### src/rtl/toaplan2_cen_gen_pkg.sv
// toaplan2_pkg: shared channel map and 48 MHz clock-enable ratio constants
package toaplan2_pkg;
    localparam int NCH_DEF     = 4;
    localparam int W_DEF       = 16;
    localparam int CH_PIXEL    = 0;
    localparam int CH_OKI      = 1;
    localparam int CH_YM       = 2;
    localparam int CH_YM_HALF  = 3;
    localparam int PIXEL_NUM   = 9;
    localparam int PIXEL_DEN   = 64;
    localparam int OKI_NUM     = 1;
    localparam int OKI_DEN     = 12;
    localparam int YM_NUM      = 9;
    localparam int YM_DEN      = 128;
    localparam int YM_HALF_NUM = 9;
    localparam int YM_HALF_DEN = 256;
endpackage

### src/rtl/toaplan2_cen_chan.sv
// toaplan2_cen_chan: one fractional clock-enable channel with CEN/CENB phase split
module toaplan2_cen_chan
    import toaplan2_pkg::*;
#(
    parameter int W = W_DEF
) (
    input  logic         i_clk,
    input  logic         i_reset,
    input  logic         i_load,
    input  logic         i_pause,
    input  logic [W-1:0] i_num,
    input  logic [W-1:0] i_den,
    output logic         o_cen,
    output logic         o_cenb,
    output logic         o_cfg_err
);
    logic [W-1:0] r_num, r_den;
    logic [W+1:0] r_acc;
    logic         r_phase, r_cen, r_cenb, r_err;
    logic [W+1:0] w_sum;
    logic         w_tick, w_bad;

    // next accumulator value, tick decision and validity of the incoming config
    always_comb begin
        w_sum  = r_acc + {1'b0, r_num, 1'b0};
        w_tick = w_sum >= {2'b00, r_den};
        w_bad  = (i_den == '0) || ({i_num, 1'b0} > {1'b0, i_den});
    end

    // shadow capture, accumulator stepping and registered pulse outputs
    always_ff @(posedge i_clk) begin
        if (i_reset) begin
            r_num   <= '0;
            r_den   <= W'(1);
            r_acc   <= '0;
            r_phase <= 1'b0;
            r_cen   <= 1'b0;
            r_cenb  <= 1'b0;
            r_err   <= 1'b0;
        end else if (i_load) begin
            r_num   <= i_num;
            r_den   <= i_den;
            r_acc   <= '0;
            r_phase <= 1'b0;
            r_cen   <= 1'b0;
            r_cenb  <= 1'b0;
            r_err   <= w_bad;
        end else if (r_err || i_pause) begin
            r_cen   <= 1'b0;
            r_cenb  <= 1'b0;
        end else begin
            r_acc   <= w_tick ? w_sum - {2'b00, r_den} : w_sum;
            r_phase <= r_phase ^ w_tick;
            r_cen   <= w_tick & ~r_phase;
            r_cenb  <= w_tick & r_phase;
        end
    end

    assign o_cen     = r_cen;
    assign o_cenb    = r_cenb;
    assign o_cfg_err = r_err;
endmodule

### src/rtl/toaplan2_cen_gen.sv
// toaplan2_cen_gen: bank of independent fractional clock-enable channels
module toaplan2_cen_gen
    import toaplan2_pkg::*;
#(
    parameter int NCH = NCH_DEF,
    parameter int W   = W_DEF
) (
    input  logic             i_clk,
    input  logic             i_reset,
    input  logic [NCH*W-1:0] i_num,
    input  logic [NCH*W-1:0] i_den,
    input  logic             i_cfg_load,
    input  logic [NCH-1:0]   i_pause,
    output logic [NCH-1:0]   o_cen,
    output logic [NCH-1:0]   o_cenb,
    output logic [NCH-1:0]   o_cfg_err
);
    for (genvar k = 0; k < NCH; k++) begin : g_chan
        toaplan2_cen_chan #(.W(W)) u_chan (
            .i_clk     (i_clk),
            .i_reset   (i_reset),
            .i_load    (i_cfg_load),
            .i_pause   (i_pause[k]),
            .i_num     (i_num[k*W +: W]),
            .i_den     (i_den[k*W +: W]),
            .o_cen     (o_cen[k]),
            .o_cenb    (o_cenb[k]),
            .o_cfg_err (o_cfg_err[k])
        );
    end
endmodule

### config.mk
export PLATFORM = sky130hd
export DESIGN_NAME = toaplan2_cen_gen
export DESIGN_NICKNAME = d
export VERILOG_FILES = /design/src/rtl/toaplan2_cen_gen_pkg.sv /design/src/rtl/toaplan2_cen_chan.sv /design/src/rtl/toaplan2_cen_gen.sv
export SDC_FILE = /design/constraint.sdc
export NUM_CORES = 1
export LEC_CHECK = 0
export ABC_AREA = 0
export CAP_MARGIN = 20
export CORE_UTILIZATION = 59
export DETAILED_ROUTE_END_ITERATION = 8
export GPL_TIMING_DRIVEN = 0
export PLACE_DENSITY = 0.89
export SYNTH_ARGS = -nofsm -noshare
export SYNTH_HDL_FRONTEND = slang
export SYNTH_SLANG_ARGS = --single-unit
export TNS_END_PERCENT = 30
### constraint.sdc
create_clock -name i_clk -period 5.15 [get_ports i_clk]
set_clock_uncertainty 0.15 [all_clocks]
set_input_delay 1.2875 -clock i_clk [delete_from_list [all_inputs] [get_ports i_clk]]
set_output_delay 1.2875 -clock i_clk [all_outputs]
set_load 0.01 [all_outputs]
==> results.py, run 1 <==
metrics = {
    "floorplanning": {
        "start_util_pct": 60.8,
        "ios": 147,
        "die_h_um": 167,
        "fp.dieW_um": 167,
        "dieArea_mm2": 0.0278,
        "rows": 59,
        "coreArea_mm2": 0.0264,
    },
    "yosys": {
        "syn_nets": 2286,
        "synth_most_common_cell": "dfxtp_1",
        "async_reset_ff_share_pct": 0,
        "ys.flop_type": "dfxtp_1",
        "synth.distinct_cells": 69,
        "syn_inst": 1947,
        "yosys.area.top_type": "dfxtp_1",
        "synth_edf_count": 0,
        "synth_top_area_share_pct": 27.0,
        "synthTopCellsByArea": "dfxtp_1 27%, ha_1 15%, mux2i_1 9.6%, a21oi_1 5.2%, nor2_1 4.7%",
        "syn_avg_cell_area_um2": 8.23,
        "yosysWarnings": 0,
        "ys_seq_area_share_pct": 27.0,
        "synth_commonest_cells": "216 x dfxtp_1, 202 x nor2_1, 196 x ha_1",
        "netlist_area_mm2": 0.0160,
        "synth-seq-cells": 216,
    },
    "routing": {
        "viasPerCell": 6.15,
        "post_drt_wl_per_cell_um": 19.1,
        "drt_iter0_markers": 1074,
        "drc": 0,
        "drt-pass1-iter-count": 7,
        "wl_um": 47100,
        "num_vias": 15200,
        "antenna_left": 0,
    },
    "worst_setup_path": {
        "worstSetupStartpointType": "flop",
        "endpoint_kind": "flop",
        "r2r_cells": 22,
        "path_cells": "ha_1 -> inv_1 -> fa_1 -> nor2b_1 -> o31a_1 -> o211a_1 -> o21a_1 -> o21a_1 -> o21ai_0 -> nand2b_1 -> xor2_1 -> ha_1 -> and3_1 -> nand4_1 -> nor4_1 -> o41ai_2 -> nand2_1 -> nor2_4 -> inv_2 -> buf_2 -> mux2i_1 -> a21oi_1",
        "worstReg2RegStart": "g_chan[2].u_chan.r_num[0]",
        "r2r_end": "g_chan[2].u_chan.r_acc[4]",
        "cp.arrival_ns": 5.06,
        "ff2ff_setup_slack_ns": 0.33,
        "cp.required_ns": 5.39,
        "timing_worst_setup_path_type": "flop to flop",
        "cp-startpoint": "g_chan[2].u_chan.r_num[0]",
        "path_delay_family": "simple AND/OR/NAND/NOR gates",
        "critPathMaxFanout": 13,
        "critPathBufInv": 3,
        "slowest_delay_ns": 0.40,
        "slowest_stage": "dfxtp_1",
    },
    "hold_path": {
        "holdPathEnd": "g_chan[1].u_chan.r_acc[0]",
        "whs_path_depth": 2,
        "hold_class": "flop to flop",
        "worstHoldStart": "g_chan[1].u_chan.r_acc[0]",
    },
    "clocking": {
        "cts_tree": "yes",
        "cts.sinks": 216,
        "cts_buffers": 24,
        "cts_root_buf": "clkbuf_16",
        "clk_path_buf_depth": 3,
        "clk_pin_slew_ns": 0.06,
        "clkLatencyLatePin_ns": 0.53,
        "htree_levels": 1,
    },
    "layout": {
        "fin_nets": 2458,
        "drive_gt1_share_pct": 3.74,
        "n_antenna_cell": 0,
        "syn2layout_area_growth_pct": 16.7,
    },
    "power_and_ir_drop": {
        "vdd_drop_max_mv": 0.267,
        "power.density_mw_per_mm2": 315,
        "power_mw": 5.89,
        "p_leak_nw": 8.60,
    },
    "placement": {
        "port_buffers": 144,
        "place_hpwl_um": 36300,
        "gp_congestion": 0.994,
    },
    "run_status": {
        "status": "completed",
    },
    "grt": {
        "grt_overflow": 0,
        "grt_start_max_net_pins": 14,
        "grt_pass1_wl_um": 74700,
        "grt_usage_pct": 33.1,
        "grt_pass1_vias": 15000,
        "grt_antenna_before_repair": 0,
    },
    "sta": {
        "period_minus_slack_ns": 4.82,
        "worst_pin_slew_ns": 1.06,
        "rsz0062_at_grt": "no",
        "finalSetupViolCount": 0,
        "relSlewSlack_pct": 29.4,
        "max_freq_mhz": 207,
        "hold_violations": 0,
        "drv_slew": 0,
        "tns_ns": 0,
        "min_period_over_period_pct": 93.7,
    },
    "job": {
        "maxCapViolations": 0,
    },
}
[cells in the final DEF, fill, tap and decap left out, drive strengths merged, types with 5 or more instances in the layout]
master / synthesis / routed
dfxtp: 216 / 216
nor2: 204 / 204
ha: 196 / 196
inv: 173 / 173
a21oi: 166 / 166
mux2i: 153 / 153
clkdlybuf4s50: 0 / 144
o21ai: 128 / 128
nand2: 90 / 90
xnor2: 83 / 83
clkbuf: 48 / 83
a21o: 40 / 40
nand3: 36 / 36
buf: 33 / 36
o21a: 28 / 28
a211oi: 27 / 27
xor2: 26 / 26
nor2b: 25 / 25
o211ai: 24 / 24
nand2b: 23 / 23
nor3: 22 / 22
nand4: 21 / 21
and3: 21 / 21
nor4: 20 / 20
o21bai: 18 / 18
a31oi: 17 / 17
or3: 8 / 8
fa: 8 / 8
o31a: 7 / 7
a211o: 7 / 7
and2: 7 / 7
o2111ai: 6 / 6
a221oi: 6 / 6
or2: 5 / 5
a311oi: 5 / 5
clkinv: 0 / 5
[how the worst max path moves through the flow]
stage	end	slack [ns]	cells past startpoint
after floorplan	g_chan[2].u_chan.r_phase	0.97	21
after global placement	g_chan[2].u_chan.r_phase	0.23	21
after detailed placement	g_chan[2].u_chan.r_phase	0.14	21
after CTS	g_chan[2].u_chan.r_phase	0.10	21
after global routing	g_chan[1].u_chan.r_phase	0.03	21
final	g_chan[2].u_chan.r_acc[4]	0.33	22
[area by class of cell]
| cell class | count | area (um2) |
|---|---|---|
| clock buffers | 36 | 707 |
| clock inverters | 8 | 73.8 |
| multi-input cells | 1477 | 10700 |
| repair buffers | 147 | 1460 |
| inverters | 173 | 649 |
| flip-flops and latches | 216 | 4320 |
| plain buffers | 80 | 372 |
| well taps | 335 | 419 |
| fillers | 2008 | 7660 |
[registers in the layout, summed over array words and instances (netlist names)]
name,count
g_chan.u_chan.o_cen,4
g_chan.u_chan.o_cenb,4
g_chan.u_chan.o_cfg_err,4
g_chan.u_chan.r_acc,72
g_chan.u_chan.r_den,64
g_chan.u_chan.r_num,64
g_chan.u_chan.r_phase,4
[layer usage]
layer | part of all wire (%) | track usage (%) | vias to the layer above
met5 | 0 | 0 | -
met1 | 41 | 40.3 | 7057
met3 | 7.4 | 5.20 | 195
met4 | 5.6 | 17.7 | 0
met2 | 46 | 56.2 | 703
li1 | - | - | 7258
[tightest hold or removal path, stage by stage, from the launching register on]
cell     delay, ns
dfxtp_1       0.31
nand3_1       0.06
o31ai_1       0.06
[logic make-up (layout without fill, tap and decap cells)]
kind of cell,Yosys count,in the layout,synth area share (%)
AOI/OAI and AO/OA,517,517,20.3
and+or+nand+nor,493,493,14.4
buffers and inverters,254,444,6.40
DFF,216,216,27.0
adders and majority gates,204,204,16.3
muxes,154,154,9.63
xor gates and xnor gates,109,109,5.96
[stage by stage]
stage / setup slack [ns] / hold WS (ns) / instance area, um2 / utilization, % / cells
global placement: 0.228 / 0.300 / 17900 / 67.8 / 2426
global route: 0.0346 / 0.352 / 18700 / 70.9 / 2472
CTS: 0.103 / 0.322 / 18700 / 70.8 / 2470
detailed placement: 0.142 / 0.312 / 17900 / 67.8 / 2426
finish: 0.325 / 0.330 / 18700 / 70.9 / 2472
floorplan: 0.967 / 0.291 / 16000 / - / 1947
[what timing repair did]
item                                    in CTS  in global routing
setup buffers                                0                  3
endpoints found under the setup margin       0                 13
resized for setup                            0                  3
hold buffers                                 0                  0
[where the power goes]
part	total [mW]	switching [mW]	internal, mW
combinational	2.32	1.32	0.998
sequential	1.85	0.0724	1.78
clock	1.73	0.726	0.999
total	5.89	2.12	3.78
Note: power is estimated with default switching activity, not from simulation.
==> run 2, diff against run 1 <==
--- a/config.mk
+++ b/config.mk
@@ -11,6 +11,7 @@
 export DETAILED_ROUTE_END_ITERATION = 8
 export GPL_TIMING_DRIVEN = 0
 export PLACE_DENSITY = 0.89
+export SKIP_CTS_REPAIR_TIMING = 1
 export SYNTH_ARGS = -nofsm -noshare
 export SYNTH_HDL_FRONTEND = slang
 export SYNTH_SLANG_ARGS = --single-unit
==> results of run 2 <==
Same layout as run 1: the final DEF is identical, and so are final timing and power.
